[src/rtl/constants_pkg.sv]
// Shared widths and instruction field encodings.
package constants_pkg;

  localparam int unsigned XLEN   = 32;
  localparam int unsigned REG_AW = 5;
  localparam int unsigned CNT_W  = 64;
  localparam int unsigned F3_W   = 3;

  // Load funct3 codes
  localparam logic [F3_W-1:0] F3_LB  = 3'b000;
  localparam logic [F3_W-1:0] F3_LH  = 3'b001;
  localparam logic [F3_W-1:0] F3_LW  = 3'b010;
  localparam logic [F3_W-1:0] F3_LBU = 3'b100;
  localparam logic [F3_W-1:0] F3_LHU = 3'b101;

endpackage

[src/rtl/structure_pkg.sv]
// Pipeline payload types and writeback FSM encoding.
package structure_pkg;
  import constants_pkg::*;

  typedef struct packed {
    logic              valid;
    logic [REG_AW-1:0] rd;
    logic              reg_write;
    logic              mem_read;
    logic [F3_W-1:0]   funct3;
    logic [XLEN-1:0]   alu_res;
    logic [XLEN-1:0]   mem_rdata;
    logic              reg_data_ready;
  } inst_decoded_t;

  typedef enum logic {
    RUN       = 1'b0,
    WAIT_DATA = 1'b1
  } wb_state_t;

endpackage

[src/rtl/load_formatter.sv]
// Aligns a loaded word by byte offset and applies the funct3 width/extension.
module load_formatter
  import constants_pkg::*;
(
  input  logic [XLEN-1:0] word,
  input  logic [1:0]      offset,
  input  logic [F3_W-1:0] funct3,
  output logic [XLEN-1:0] result
);

  logic [XLEN-1:0] shifted;

  // Misaligned offsets simply truncate after the shift; no trap.
  always_comb begin
    shifted = word >> {offset, 3'b000};
    case (funct3)
      F3_LB:   result = {{(XLEN-8){shifted[7]}}, shifted[7:0]};
      F3_LH:   result = {{(XLEN-16){shifted[15]}}, shifted[15:0]};
      F3_LW:   result = shifted;
      F3_LBU:  result = {{(XLEN-8){1'b0}}, shifted[7:0]};
      F3_LHU:  result = {{(XLEN-16){1'b0}}, shifted[15:0]};
      default: result = shifted;
    endcase
  end

endmodule

[src/rtl/writeback_stage.sv]
// Writeback stage: retires the held instruction into the register file,
// stalling the memory stage while a missed load waits for its data.
module writeback_stage
  import constants_pkg::*;
  import structure_pkg::*;
(
  input  logic              clk,
  input  logic              rst,
  input  inst_decoded_t     inst_wb_in,
  output logic              stall_wb_out,
  input  logic              mem_rsp_valid,
  input  logic [XLEN-1:0]   mem_rsp_data,
  output logic              rf_we,
  output logic [REG_AW-1:0] rf_waddr,
  output logic [XLEN-1:0]   rf_wdata,
  output logic              bypass_valid,
  output logic [REG_AW-1:0] bypass_rd,
  output logic [XLEN-1:0]   bypass_data,
  output logic [CNT_W-1:0]  instret
);

  inst_decoded_t    held_q;
  wb_state_t        state_q;
  wb_state_t        state_d;
  logic [CNT_W-1:0] instret_q;

  logic             pending;
  logic             retire;
  logic             wr_en;
  logic [XLEN-1:0]  load_word;
  logic [XLEN-1:0]  load_data;
  logic [XLEN-1:0]  wr_data;

  assign pending = held_q.valid & held_q.mem_read & ~held_q.reg_data_ready;

  // Stage register: frozen while stalled so the memory stage can hold too.
  always_ff @(posedge clk or negedge rst) begin
    if (!rst) held_q <= '0;
    else if (!stall_wb_out) held_q <= inst_wb_in;
  end

  // FSM state register
  always_ff @(posedge clk or negedge rst) begin
    if (!rst) state_q <= RUN;
    else      state_q <= state_d;
  end

  // FSM next state
  always_comb begin
    state_d = state_q;
    case (state_q)
      RUN:       if (pending && !mem_rsp_valid) state_d = WAIT_DATA;
      WAIT_DATA: if (mem_rsp_valid) state_d = RUN;
      default:   state_d = RUN;
    endcase
  end

  // FSM outputs: a pending load retires only in the cycle its data arrives
  always_comb begin
    retire       = 1'b1;
    stall_wb_out = 1'b0;
    load_word    = held_q.mem_rdata;
    case (state_q)
      RUN: begin
        if (pending) begin
          load_word    = mem_rsp_data;
          retire       = mem_rsp_valid;
          stall_wb_out = ~mem_rsp_valid;
        end
      end
      WAIT_DATA: begin
        load_word    = mem_rsp_data;
        retire       = mem_rsp_valid;
        stall_wb_out = ~mem_rsp_valid;
      end
      default: ;
    endcase
  end

  load_formatter u_load_formatter (
    .word   (load_word),
    .offset (held_q.alu_res[1:0]),
    .funct3 (held_q.funct3),
    .result (load_data)
  );

  assign wr_data = held_q.mem_read ? load_data : held_q.alu_res;
  assign wr_en   = retire & held_q.valid & held_q.reg_write & (held_q.rd != '0);

  // Write port is zeroed when idle so reset and bubbles present a clean bus.
  assign rf_we        = wr_en;
  assign rf_waddr     = wr_en ? held_q.rd : '0;
  assign rf_wdata     = wr_en ? wr_data : '0;
  assign bypass_valid = rf_we;
  assign bypass_rd    = rf_waddr;
  assign bypass_data  = rf_wdata;

  // Retired-instruction counter, wraps naturally
  always_ff @(posedge clk or negedge rst) begin
    if (!rst) instret_q <= '0;
    else if (retire && held_q.valid) instret_q <= instret_q + CNT_W'(1);
  end

  assign instret = instret_q;

endmodule

[config.mk]
export PLATFORM = sky130hd
export DESIGN_NAME = writeback_stage
export DESIGN_NICKNAME = d
export VERILOG_FILES = /design/src/rtl/constants_pkg.sv /design/src/rtl/structure_pkg.sv /design/src/rtl/load_formatter.sv /design/src/rtl/writeback_stage.sv
export SDC_FILE = /design/constraint.sdc
export NUM_CORES = 1
export LEC_CHECK = 0
export CAP_MARGIN = 0
export CORE_MARGIN = 4
export CORE_UTILIZATION = 51
export DETAILED_ROUTE_END_ITERATION = 10
export PLACE_DENSITY = 0.91
export SYNTH_ARGS = -nofsm -noshare
export SYNTH_HDL_FRONTEND = slang
export SYNTH_SLANG_ARGS = --single-unit
[constraint.sdc]
create_clock -name clk -period 3.15 [get_ports clk]
set_input_delay 0.315 -clock clk [delete_from_list [all_inputs] [get_ports clk]]
set_output_delay 0.315 -clock clk [all_outputs]
set_load 0.01 [all_outputs]
==> flow_metrics.tcl, run 1 <==
set metrics [dict create \
    status "finished clean" \
    overflow 0 \
    crit_type "register to primary output" \
    p_leak_nw 5.17 \
    ys_ff_latch 141 \
    avgSynthCellArea_sq_um 10.9 \
    antenna_found_initial 4 \
    ant_nets 0 \
    cp_max_fo 9 \
    core_sq_mm 0.0154 \
    ys_types 61 \
    hold_viol 0 \
    dr.pass1.iters 5 \
    cts-htree-levels 4 \
    fin_util 0.760 \
    first_global_vias 7435 \
    clock-root-buffer "clkbuf_16" \
    globalplace.congestion 0.959 \
    crit_chain "nand2b_1, a211oi_1, a211oi_4, a31oi_4, buf_4, a211oi_4, buf_4, dlygate4sd2_1" \
    cp.buffers_inverters 3 \
    required_ps 2830 \
    setup_viol 0 \
    synth_edf_count 0 \
    ff2ff_path_depth 8 \
    power.density_mw_per_mm2 464 \
    worst_path_max_delay_cell "dfrtp_1" \
    r2r_slack_ps 750 \
    worst-path-stages 8 \
    row_count 45 \
    grt_setup_unrepaired "yes" \
    cts_tree "built" \
    arrival_ps 2790 \
    yosys_warnings 0 \
    die_x_microns 134 \
    critPathCapture "bypass_data[14]" \
    slew_violations 0 \
    final_nets 1105 \
    layout-drive-gt1-share 0.253 \
    fin_crit_sh 0.984 \
    clock_sinks 141 \
    power.total_mw 5.42 \
    seq_area_sq_mm 0.00353 \
    drc_errors 0 \
    multi_input_area_sq_mm 0.00422 \
    ys.flop_type "dfrtp_1" \
    grt_usage 0.287 \
    async_flop_share 1.00 \
    wl_per_cell_microns 21.9 \
    drv_cap 0 \
    syn_inst 743 \
    drt_wl_total_mm 26.7 \
    netlist_area_sq_mm 0.00812 \
    port_buffers 251 \
    num_antenna_cells 0 \
    critPathLaunch "held_q[34]" \
    tightestPinTransition_ps 636 \
    peakVddDrop_mv 0.488 \
    die-area_sq_mm 0.0180 \
    area_delta_synth_final_pct 43.8 \
    die_h_microns 134 \
    relSlewSlack 0.576 \
    vias 7223 \
    start_util 0.528 \
    avgViaCountPerCell 5.94 \
    clk_pin_slew_ps 60 \
    ioPinCount 252 \
    hold_class "primary input to asynchronous set/reset pin" \
    hpwl_mm 19.3 \
    cts_made_buffers 17 \
    fin_skew_ps 16.8 \
    final.min_clock_period_ps 3100 \
    drtIter0Drc 581 \
    start_kind "register" \
    fill_cells 1023 \
    max_stage_delay_ps 500 \
    reg2reg_to "held_q[75]" \
    fmax_mhz 322 \
    end_kind "primary output" \
    ys_seq_area_frac 0.435 \
    grt_pass1_wl_mm 40.3 \
    syn_nets 855 \
    insertion_delay_ps 430 \
    grt_max_degree 77 \
    cp_top_family "compound AO/OA/AOI/OAI gates" \
    timing.rr.start "held_q[0]" \
    clock_path_buffers 2 \
]
-- worst register-to-register path, cell delays in order, from the launching register on --
cell and delay (ps):
dfrtp_1 430, and3b_4 370, buf_12 120, nor2_4 40, buf_4 150, buf_4 140, nor2_4 100, buf_4 500
mux2_2 450
-- cell type report --
cell class,count,area share
Clock buffer,18,0.0368
Inverter,31,0.00996
Sequential cell,141,0.302
Clock inverter,14,0.0124
Tap cell,211,0.0226
Timing Repair Buffer,311,0.254
Multi-Input combinational cell,491,0.361
-- cells in the final DEF, fill, tap and decap left out, types with 9 or more instances in the layout --
master	instances
dlygate4sd2_1	41
mux2_2	77
clkdlybuf4s50_1	188
xor2_1	47
nand2_1	33
o221ai_1	9
inv_1	29
mux4_2	10
clkdlybuf4s15_1	13
nor4_2	10
and2_1	10
nor3_1	29
dfrtp_1	138
a21oi_1	10
clkbuf_16	17
xnor2_1	16
nand4_1	25
nor2_1	37
buf_4	53
nand3_1	30
nor4_1	15
-- cell families after synthesis --
group                    Yosys count  share of synthesized area
AO/OA/AOI/OAI                     81                     0.0786
buffers and inverters            112                     0.0769
adder cells (fa/ha/maj)            1                    0.00154
flip-flops                       141                      0.435
AND/OR/NAND/NOR                  241                      0.183
XOR/XNOR                          63                     0.0680
multiplexers                     104                      0.157
-- cell usage after synthesis, types with 12 or more instances --
cell      number  area, sq um
a211oi_1      14          105
a21oi_1       12         60.1
buf_2         16         80.1
buf_4         43          323
clkbuf_1      18         67.6
dfrtp_1      141         3530
inv_1         30          113
mux2_2        80          901
nand2_1       33          124
nand3_1       31          155
nand4_1       25          156
nor2_1        37          139
nor3_1        30          150
nor4_1        15         93.8
o221ai_1      15          131
xnor2_1       16          140
xor2_1        47          412
-- where the power goes --
group	switching [mW]	internal [mW]
combinational	0.673	0.697
clock	0.850	1.11
sequential	0.142	1.94
-- registers in the layout, indices dropped and copies added, names as in the netlist --
register	cells
state_q	1
held_q	76
instret	64
-- per-stage QoR --
| stage | worst slack, ps | cells | cell area (sq um) | TNS [ps] | hold WS, ps |
|---|---|---|---|---|---|
| finish | 49.1 | 1217 | 11700 | 0 | 461 |
| global route | -48.8 | 1217 | 11700 | -562 | 474 |
| CTS | -75.3 | 1210 | 11500 | -75.3 | 480 |
| detailed placement | 67.3 | 1163 | 10700 | 0 | 350 |
| global placement | 83.1 | 1163 | 10700 | 0 | 359 |
| floorplan | 619 | 743 | 8120 | 0 | 19.4 |
-- worst min-delay path by stage --
stage               cells past startpoint      startpoint          to
finish                                  2             rst  held_q[31]
detailed placement                      1             rst  held_q[31]
global route                            2  inst_wb_in[27]  held_q[27]
floorplan                               0             rst   held_q[0]
CTS                                     2  inst_wb_in[35]  held_q[35]
global placement                        1             rst  held_q[30]
-- layer usage --
metal  global-route usage  up-vias  share of wire
met5                    0        -         0.0022
met4                0.107        8          0.043
met3                0.107       97          0.097
met2                0.506      414           0.51
met1                0.315     3537           0.35
li1                     -     3167              -
-- timing repair --
item,in CTS,in global routing
setup endpoints to repair,64,52
setup buffers,13,9
resized for setup,85,47
hold endpoints to repair,65,0
cloned,1,0
hold buffers,1,0
pin swaps,12,8
Power figures use the tool's default switching activity.
==> inputs of run 2 (changes only) <==
- CTS_BUF_LIST: default -> sky130_fd_sc_hd__clkbuf_4 sky130_fd_sc_hd__clkbuf_8 sky130_fd_sc_hd__clkbuf_16
==> run 2 against run 1 <==
  * Sequential cell count stayed put
  * Critical path depth stayed put
  * Largest power group unchanged
  * Critical path type unchanged
  * Non-clock buffer count stayed put
  * Fmax stayed put
  * Global-route usage stayed put
  * Cell count stayed put
  * Register-to-register slack hardly changed
  * First-iteration DRC count stayed put
  * Sequential share of layout area hardly changed
  * Count of clock-buffer cells in the layout stayed put
  * Power is 0.16% higher
  * Clock skew hardly changed
==> flow_metrics.tcl, run 2 (synthesized netlist as in run 1, its figures left out) <==
set metrics [dict create \
    insertion_delay_ps 430 \
    port_buffers 251 \
    clock_path_buffers 2 \
    first_global_vias 7435 \
    avgViaCountPerCell 5.93 \
    crit_type "register to primary output" \
    layout-drive-gt1-share 0.254 \
    globalplace.congestion 0.959 \
    detailedPlace.worstSlack_ps 67.3 \
    power.density_mw_per_mm2 464 \
    start_util 0.528 \
    final_common_cell "clkdlybuf4s50_1" \
    slew_violations 0 \
    status "finished clean" \
    row_count 45 \
    area_delta_synth_final_pct 43.9 \
    num_antenna_cells 0 \
    worst_path_max_delay_cell "dfrtp_1" \
    dp_cells 1163 \
    tightestPinTransition_ps 636 \
    die_x_microns 134 \
    relSlewSlack 0.576 \
    ant_nets 0 \
    layout.cells.non_filler 1217 \
    p_leak_nw 5.17 \
    arrival_ps 2790 \
    clk_pin_slew_ps 60 \
    grt_max_degree 77 \
    fin_skew_ps 16.8 \
    drc_errors 0 \
    clock_sinks 141 \
    fin_crit_sh 0.984 \
    final.min_clock_period_ps 3100 \
    die_h_microns 134 \
    hold_class "primary input to asynchronous set/reset pin" \
    cts-htree-levels 4 \
    required_ps 2830 \
    die-area_sq_mm 0.0180 \
    overflow 0 \
    fin_setup_tns_ps 0 \
    hpwl_mm 19.3 \
    max_stage_delay_ps 500 \
    final_nets 1105 \
    peakVddDrop_mv 0.488 \
    fin_util 0.760 \
    vias 7221 \
    setup_viol 0 \
    power.total_mw 5.42 \
    end_kind "primary output" \
    cts_tree "built" \
    largest_reg_flops 76 \
    fmax_mhz 322 \
    mostFrequentLayoutCells "clkdlybuf4s50_1, dfrtp_1, mux2_2, buf_4, xor2_1" \
    cts_made_buffers 17 \
    grt_usage 0.287 \
    core_sq_mm 0.0154 \
    start_kind "register" \
    top_register "held_q" \
    grt_pass1_wl_mm 40.3 \
    crit_chain "nand2b_1, a211oi_1, a211oi_4, a31oi_4, buf_4, a211oi_4, buf_4, dlygate4sd2_1" \
    ioPinCount 252 \
    fill_cells 1022 \
    dr.pass1.iters 5 \
    setup_slack_ps 49.1 \
    cp_max_fo 9 \
    cp.buffers_inverters 3 \
    clock-root-buffer "clkbuf_16" \
    drv_cap 0 \
    hold_viol 0 \
    cp_top_family "compound AO/OA/AOI/OAI gates" \
    drt_wl_total_mm 26.7 \
    drtIter0Drc 581 \
    antenna_found_initial 4 \
    grt_setup_unrepaired "yes" \
    wl_per_cell_microns 21.9 \
]
## run 2: cell types whose count changed in the layout (fill, tap and decap cells not counted)
cell      previous run  this run
clkbuf_4             0         1
clkbuf_1             1         0
## run 2: power breakdown
| part | internal [mW] | leakage (nW) | switching [mW] |
|---|---|---|---|
| combinational | 0.697 | 3.17 | 0.673 |
| clock | 1.12 | 0.276 | 0.849 |
| sequential | 1.94 | 1.72 | 0.142 |
## run 2: worst paths after layout
| path | cells after the start | endpoint | slack (ps) | startpoint |
|---|---|---|---|---|
| min reg2reg | 1 | instret[63] | 480 | instret[63] |
| max reg2reg | 8 | held_q[75] | 750 | held_q[0] |
| min | 2 | held_q[31] | 460 | rst |
| max in group asynchronous | 3 | instret[52] | 1870 | rst |
| max | 8 | bypass_data[14] | 50 | held_q[34] |
| min in group clk | 1 | instret[63] | 480 | instret[63] |
## run 2: per-layer routing
| metal | wire [microns] | track usage | up-vias |
|---|---|---|---|
| met1 | 9340 | 0.315 | 3537 |
| met5 | 60 | 0 | - |
| met4 | 1150 | 0.107 | 8 |
| met3 | 2580 | 0.107 | 97 |
| li1 | - | - | 3167 |
| met2 | 13500 | 0.506 | 412 |
## run 2: metrics by stage
step	cell area, sq um	hold slack, ps
finish	11700	461
global route	11700	474
CTS	11500	480
detailed placement	10700	350
global placement	10700	359
floorplan	8120	19.4
## run 2: what timing repair did
action | CTS | global route
pin swaps | 12 | 8
setup endpoints to repair | 64 | 52
setup buffers | 13 | 9
hold buffers | 1 | 0
endpoints found under the hold margin | 65 | 0
gates cloned | 1 | 0
resized for setup | 85 | 47
## run 2: worst reg2reg max path: stages (launching register included)
cell     delay [ps]
dfrtp_1         430
and3b_4         370
buf_12          120
nor2_4           40
buf_4           150
buf_4           140
nor2_4          100
buf_4           500
mux2_2          450
## run 2: area by class of cell
type	count	area, sq um	area share
Multi-Input combinational cell	491	4220	0.361
Sequential cell	141	3530	0.302
Timing Repair Buffer	311	2970	0.254
Clock buffer	18	433	0.0371
Tap cell	211	264	0.0226
Clock inverter	14	145	0.0124
Inverter	31	116	0.00996
==> inputs of run 3 (changes only) <==
- CORE_UTILIZATION: 51 -> 48
- PLACE_DENSITY: 0.91 -> 0.87
- clock period: 3.15 -> 2.9 ns (I/O delays scaled with it)
==> run 3 against run 2 <==
  * Worst hold slack worse by 21 ps
  * Global-route usage up 1.0 points
  * The flow now finishes with violations (setup timing)
  * Critical endpoint is now rf_wdata[0]
  * Power up 16%
  * Critical path type unchanged
  * Largest cell class unchanged
==> flow_metrics.tcl, run 3 (synthesized netlist as in run 1, its figures left out) <==
set metrics [dict create \
    cts_tree "built" \
    die_x_microns 138 \
    wl_per_cell_microns 25.4 \
    drt_wl_total_mm 32.3 \
    drv_cap 0 \
    power.density_mw_per_mm2 505 \
    dp_cells 1191 \
    grt_usage 0.297 \
    cp_max_fo 7 \
    insertion_delay_ps 430 \
    peakVddDrop_mv 0.375 \
    die_h_microns 138 \
    slew_violations 0 \
    ioPinCount 252 \
    first_global_vias 7909 \
    layout-drive-gt1-share 0.373 \
    final_common_cell "clkdlybuf4s50_1" \
    drtIter0Drc 628 \
    clock_sinks 141 \
    vias 7856 \
    area_delta_synth_final_pct 54.1 \
    grt_max_degree 75 \
    tightestPinTransition_ps 712 \
    violations "setup timing" \
    layout.cells.non_filler 1273 \
    final.min_clock_period_ps 3070 \
    cts_made_buffers 17 \
    cts-htree-levels 4 \
    crit_type "register to primary output" \
    end_kind "primary output" \
    p_int_mw 4.33 \
    die-area_sq_mm 0.0191 \
    final_nets 1150 \
    dr.pass1.iters 7 \
    status "finished with violations" \
    largest_reg_flops 76 \
    top_register "held_q" \
    required_ps 2610 \
    clock_path_buffers 2 \
    antenna_found_initial 8 \
    drc_errors 0 \
    arrival_ps 2780 \
    comb_power_share 0.295 \
    power_frac_clock 0.346 \
    grt_pass1_wl_mm 44.8 \
    power.total_mw 6.32 \
    clock-root-buffer "clkbuf_16" \
    ant_nets 0 \
    switching_share 0.314 \
    start_kind "register" \
    fmax_mhz 325 \
    hold_viol 0 \
    overflow 0 \
    mostFrequentLayoutCells "clkdlybuf4s50_1, dfrtp_1, buf_4, mux2_2, xor2_1" \
    hpwl_mm 19.6 \
    p_leak_nw 5.36 \
    hold_class "primary input to asynchronous set/reset pin" \
    seq_power_share 0.358 \
    setup_viol 46 \
    grt_setup_unrepaired "yes" \
    setup_slack_ps -174 \
    r2r_slack_ps 590 \
    detailedPlace.worstSlack_ps -128 \
    core_sq_mm 0.0166 \
    p_sw_mw 1.99 \
    port_buffers 251 \
    fin_skew_ps 13.9 \
    start_util 0.490 \
    relSlewSlack 0.526 \
    avgViaCountPerCell 6.17 \
    row_count 47 \
    globalplace.congestion 0.999 \
    clk_pin_slew_ps 70 \
    fin_crit_sh 1.06 \
]
==> run 3: changes by cell type in the layout (fill, tap and decap cells not counted), moves of 10 or more <==
cell	previous run	this run
o221ai_4	0	12
dlygate4sd2_1	41	0
buf_2	0	23
clkbuf_2	3	13
buf_4	53	83
buf_6	3	40
clkdlybuf4s15_1	13	0
==> run 3: worst max-delay path, cell delays in order, from the launching register on <==
cell      delay, ps
dfrtp_1         410
and3b_4         400
nor2_4           90
buf_12          130
buf_6           110
buf_12          110
mux4_2          380
mux2i_1         100
a211oi_2        430
buf_6           170
==> run 3: power by group through the flow <==
| stage | clock [mW] | sequential, mW | combinational (mW) |
|---|---|---|---|
| 6_report | 2.19 | 2.26 | 1.86 |
| 5_1_grt | 2.29 | 2.28 | 1.94 |
| 4_1_cts | 2.20 | 2.25 | 1.59 |
| 3_5_place_dp | 0 | 2.28 | 1.42 |
| 3_3_place_gp | 0 | 2.27 | 1.40 |
| 2_1_floorplan | 0 | 2.26 | 0.727 |
==> run 3: cell type report <==
class,count,area (sq um)
inverters,31,118
clock inverters,13,143
repair buffers,357,3370
diodes,2,5.00
multi-input cells,490,4630
fillers,989,4080
flip-flops and latches,141,3530
well taps,220,275
clock buffers,19,440
==> run 3: what timing repair did <==
action	CTS	global route
hold endpoints to repair	72	0
endpoints found under the setup margin	65	66
gates cloned	4	0
hold buffers	1	0
gates resized for setup	281	125
pin swaps	21	21
buffers inserted	26	21
==> run 3: metal layers <==
metal	GRT usage	up-vias	routed length, microns
met4	0.157	12	2210
met5	0	-	80
met3	0.0953	177	3190
met1	0.338	3821	11200
met2	0.499	583	15600
li1	-	3263	-
==> run 3: stage by stage <==
stage	util	TNS (ps)	instance area, sq um	hold slack (ps)
2_1_floorplan	-	0	8120	-5.59
3_3_place_gp	0.657	-395	10900	359
3_5_place_dp	0.657	-2800	10900	349
4_1_cts	0.723	-656	12000	449
5_1_grt	0.754	-10310	12500	460
6_report	0.754	-3880	12500	440
==> run 3: final timing paths <==
check | from | to | depth (start not counted)
hold reg to reg | instret[50] | instret[50] | 1
min in group clk | inst_wb_in[35] | held_q[35] | 2
hold / removal | rst | instret[36] | 2
setup / recovery | held_q[0] | rf_wdata[0] | 9
max in group asynchronous | rst | held_q[33] | 3
setup reg to reg | held_q[68] | instret[63] | 8
==> edit (flow settings as in run 3) <==
Make the reset (`rst`) synchronous in 3 clocked blocks.
--- a/src/rtl/writeback_stage.sv
+++ b/src/rtl/writeback_stage.sv
@@ -36,3 +36,3 @@
   // Stage register: frozen while stalled so the memory stage can hold too.
-  always_ff @(posedge clk or negedge rst) begin
+  always_ff @(posedge clk) begin
     if (!rst) held_q <= '0;
@@ -42,3 +42,3 @@
   // FSM state register
-  always_ff @(posedge clk or negedge rst) begin
+  always_ff @(posedge clk) begin
     if (!rst) state_q <= RUN;
@@ -98,3 +98,3 @@
   // Retired-instruction counter, wraps naturally
-  always_ff @(posedge clk or negedge rst) begin
+  always_ff @(posedge clk) begin
     if (!rst) instret_q <= '0;
Behaviour: differs if rst is asserted again (counterexample within 4 cycles, from zero or initial values and one cycle with rst low); with rst held inactive, the same outputs for 10 cycles.
==> edit against run 3 <==
  * Sequential share of layout area fell by 3.1 points
  * Sequential cell count did not move
  * Critical path type unchanged
  * Routed wire length fell by 12%
  * Worst setup slack improved by 0.043 ns
  * Count of clock-buffer cells in the layout fell by 2
  * Non-clock buffer count fell by 36
  * Final area fell by 9.7%
  * Area after synthesis fell by 7.4%
  * The run still ends with negative setup slack left
  * Via count rose by 6.4%
Power is not compared: it rests on default switching activity, and its combinational part moved more than twofold at a synthesized area within 25%.
==> edit: results <==
INSERT INTO impl_metrics (metric_group, metric, value, unit) VALUES
('run_status', 'run_status', 'finished with violations', ''),
('run_status', 'violations', 'negative setup slack', ''),
('synthesis', 'synth.net_count', '1078', ''),
('layout', 'layout-drive-gt1-share', '20.5', '%'),
('global_routing', 'grt_first_pass_wirelength', '41200', 'um'),
('place', 'post_dp_area', '10200', 'um2'),
('synthesis', 'synth.area.top_cells', 'sky130_fd_sc_hd__dfxtp_1, sky130_fd_sc_hd__nand2_1, sky130_fd_sc_hd__a21oi_1', ''),
('timing', 'setup_violating_endpoint_count_in_the_final_report', '18', ''),
('worst_setup_path', 'crit-reg2reg-launch', 'instret[12]', ''),
('timing', 'tns', '-0.968', 'ns'),
('layout', 'finish.net_count', '1316', ''),
('layout', 'fillers', '1053', ''),
('global_routing', 'first_global_vias', '7690', ''),
('worst_setup_path', 'worst_setup_path_startpoint', 'held_q[0]', ''),
('worst_setup_path', 'critical-path-max-stage-delay', '0.33', 'ns'),
('global_routing', 'antenna_found_initial', '1', ''),
('drt', 'first_iter_violations', '729', ''),
('global_routing', 'grt_use_met2', '47.4', '%'),
('timing', 'fin_ws', '-0.132', 'ns'),
('place', 'place_hpwl', '18800', 'um');
-- edit: cell types whose count changed after synthesis, sizes merged, moves of 22 or more --
| cell | change |
|---|---|
| dfrtp | -141 |
| dfxtp | +141 |
| a21oi | +116 |
| nand2 | +156 |
| xor2 | -32 |
| mux2i | +32 |
| nor4 | -23 |
| o21ai | +28 |
| mux2 | -86 |
| clkbuf | +33 |
| or3 | +22 |
-- edit: cell type report --
cell class	instances	area share, %
Multi-Input combinational cell	702	40.7
Timing Repair Buffer	321	26.0
Sequential cell	141	25.1
Clock buffer	17	3.77
Tap cell	211	2.34
Clock inverter	15	1.32
Inverter	21	0.731
-- edit: metrics by stage --
stage,hold WS (ns),util (%),power [mW]
after detailed placement,0.440,66.7,2.67
after CTS,0.404,72.0,4.83
final,0.414,74.0,4.92
after global routing,0.413,74.0,5.06
after floorplan,0.427,-,2.36
after global placement,0.434,66.7,2.66
-- edit: worst paths after layout --
kind                  end  slack (ns)  cells after the start
min reg2reg    held_q[41]        0.45                      2
min            held_q[34]        0.41                      3
max reg2reg   instret[38]        0.37                      6
max          rf_wdata[21]       -0.13                     11
-- edit: kinds of logic (layout without fill, tap and decap cells) --
group / Yosys count / count (layout) / synth area share, %
adder cells (fa/ha/maj): 1 / 1 / 0.166
XOR/XNOR: 29 / 29 / 3.38
AO/OA/AOI/OAI: 211 / 211 / 16.0
flip-flops: 141 / 141 / 37.5
AND/OR/NAND/NOR: 411 / 411 / 26.3
multiplexers: 50 / 50 / 8.35
buffers and inverters: 123 / 374 / 8.25
-- edit: metal layers --
metal  vias up  share of wire, %
met5         -             0.035
met4         2               4.4
met3       110               9.7
met2       471                49
met1      3924                37
li1       3850                 -
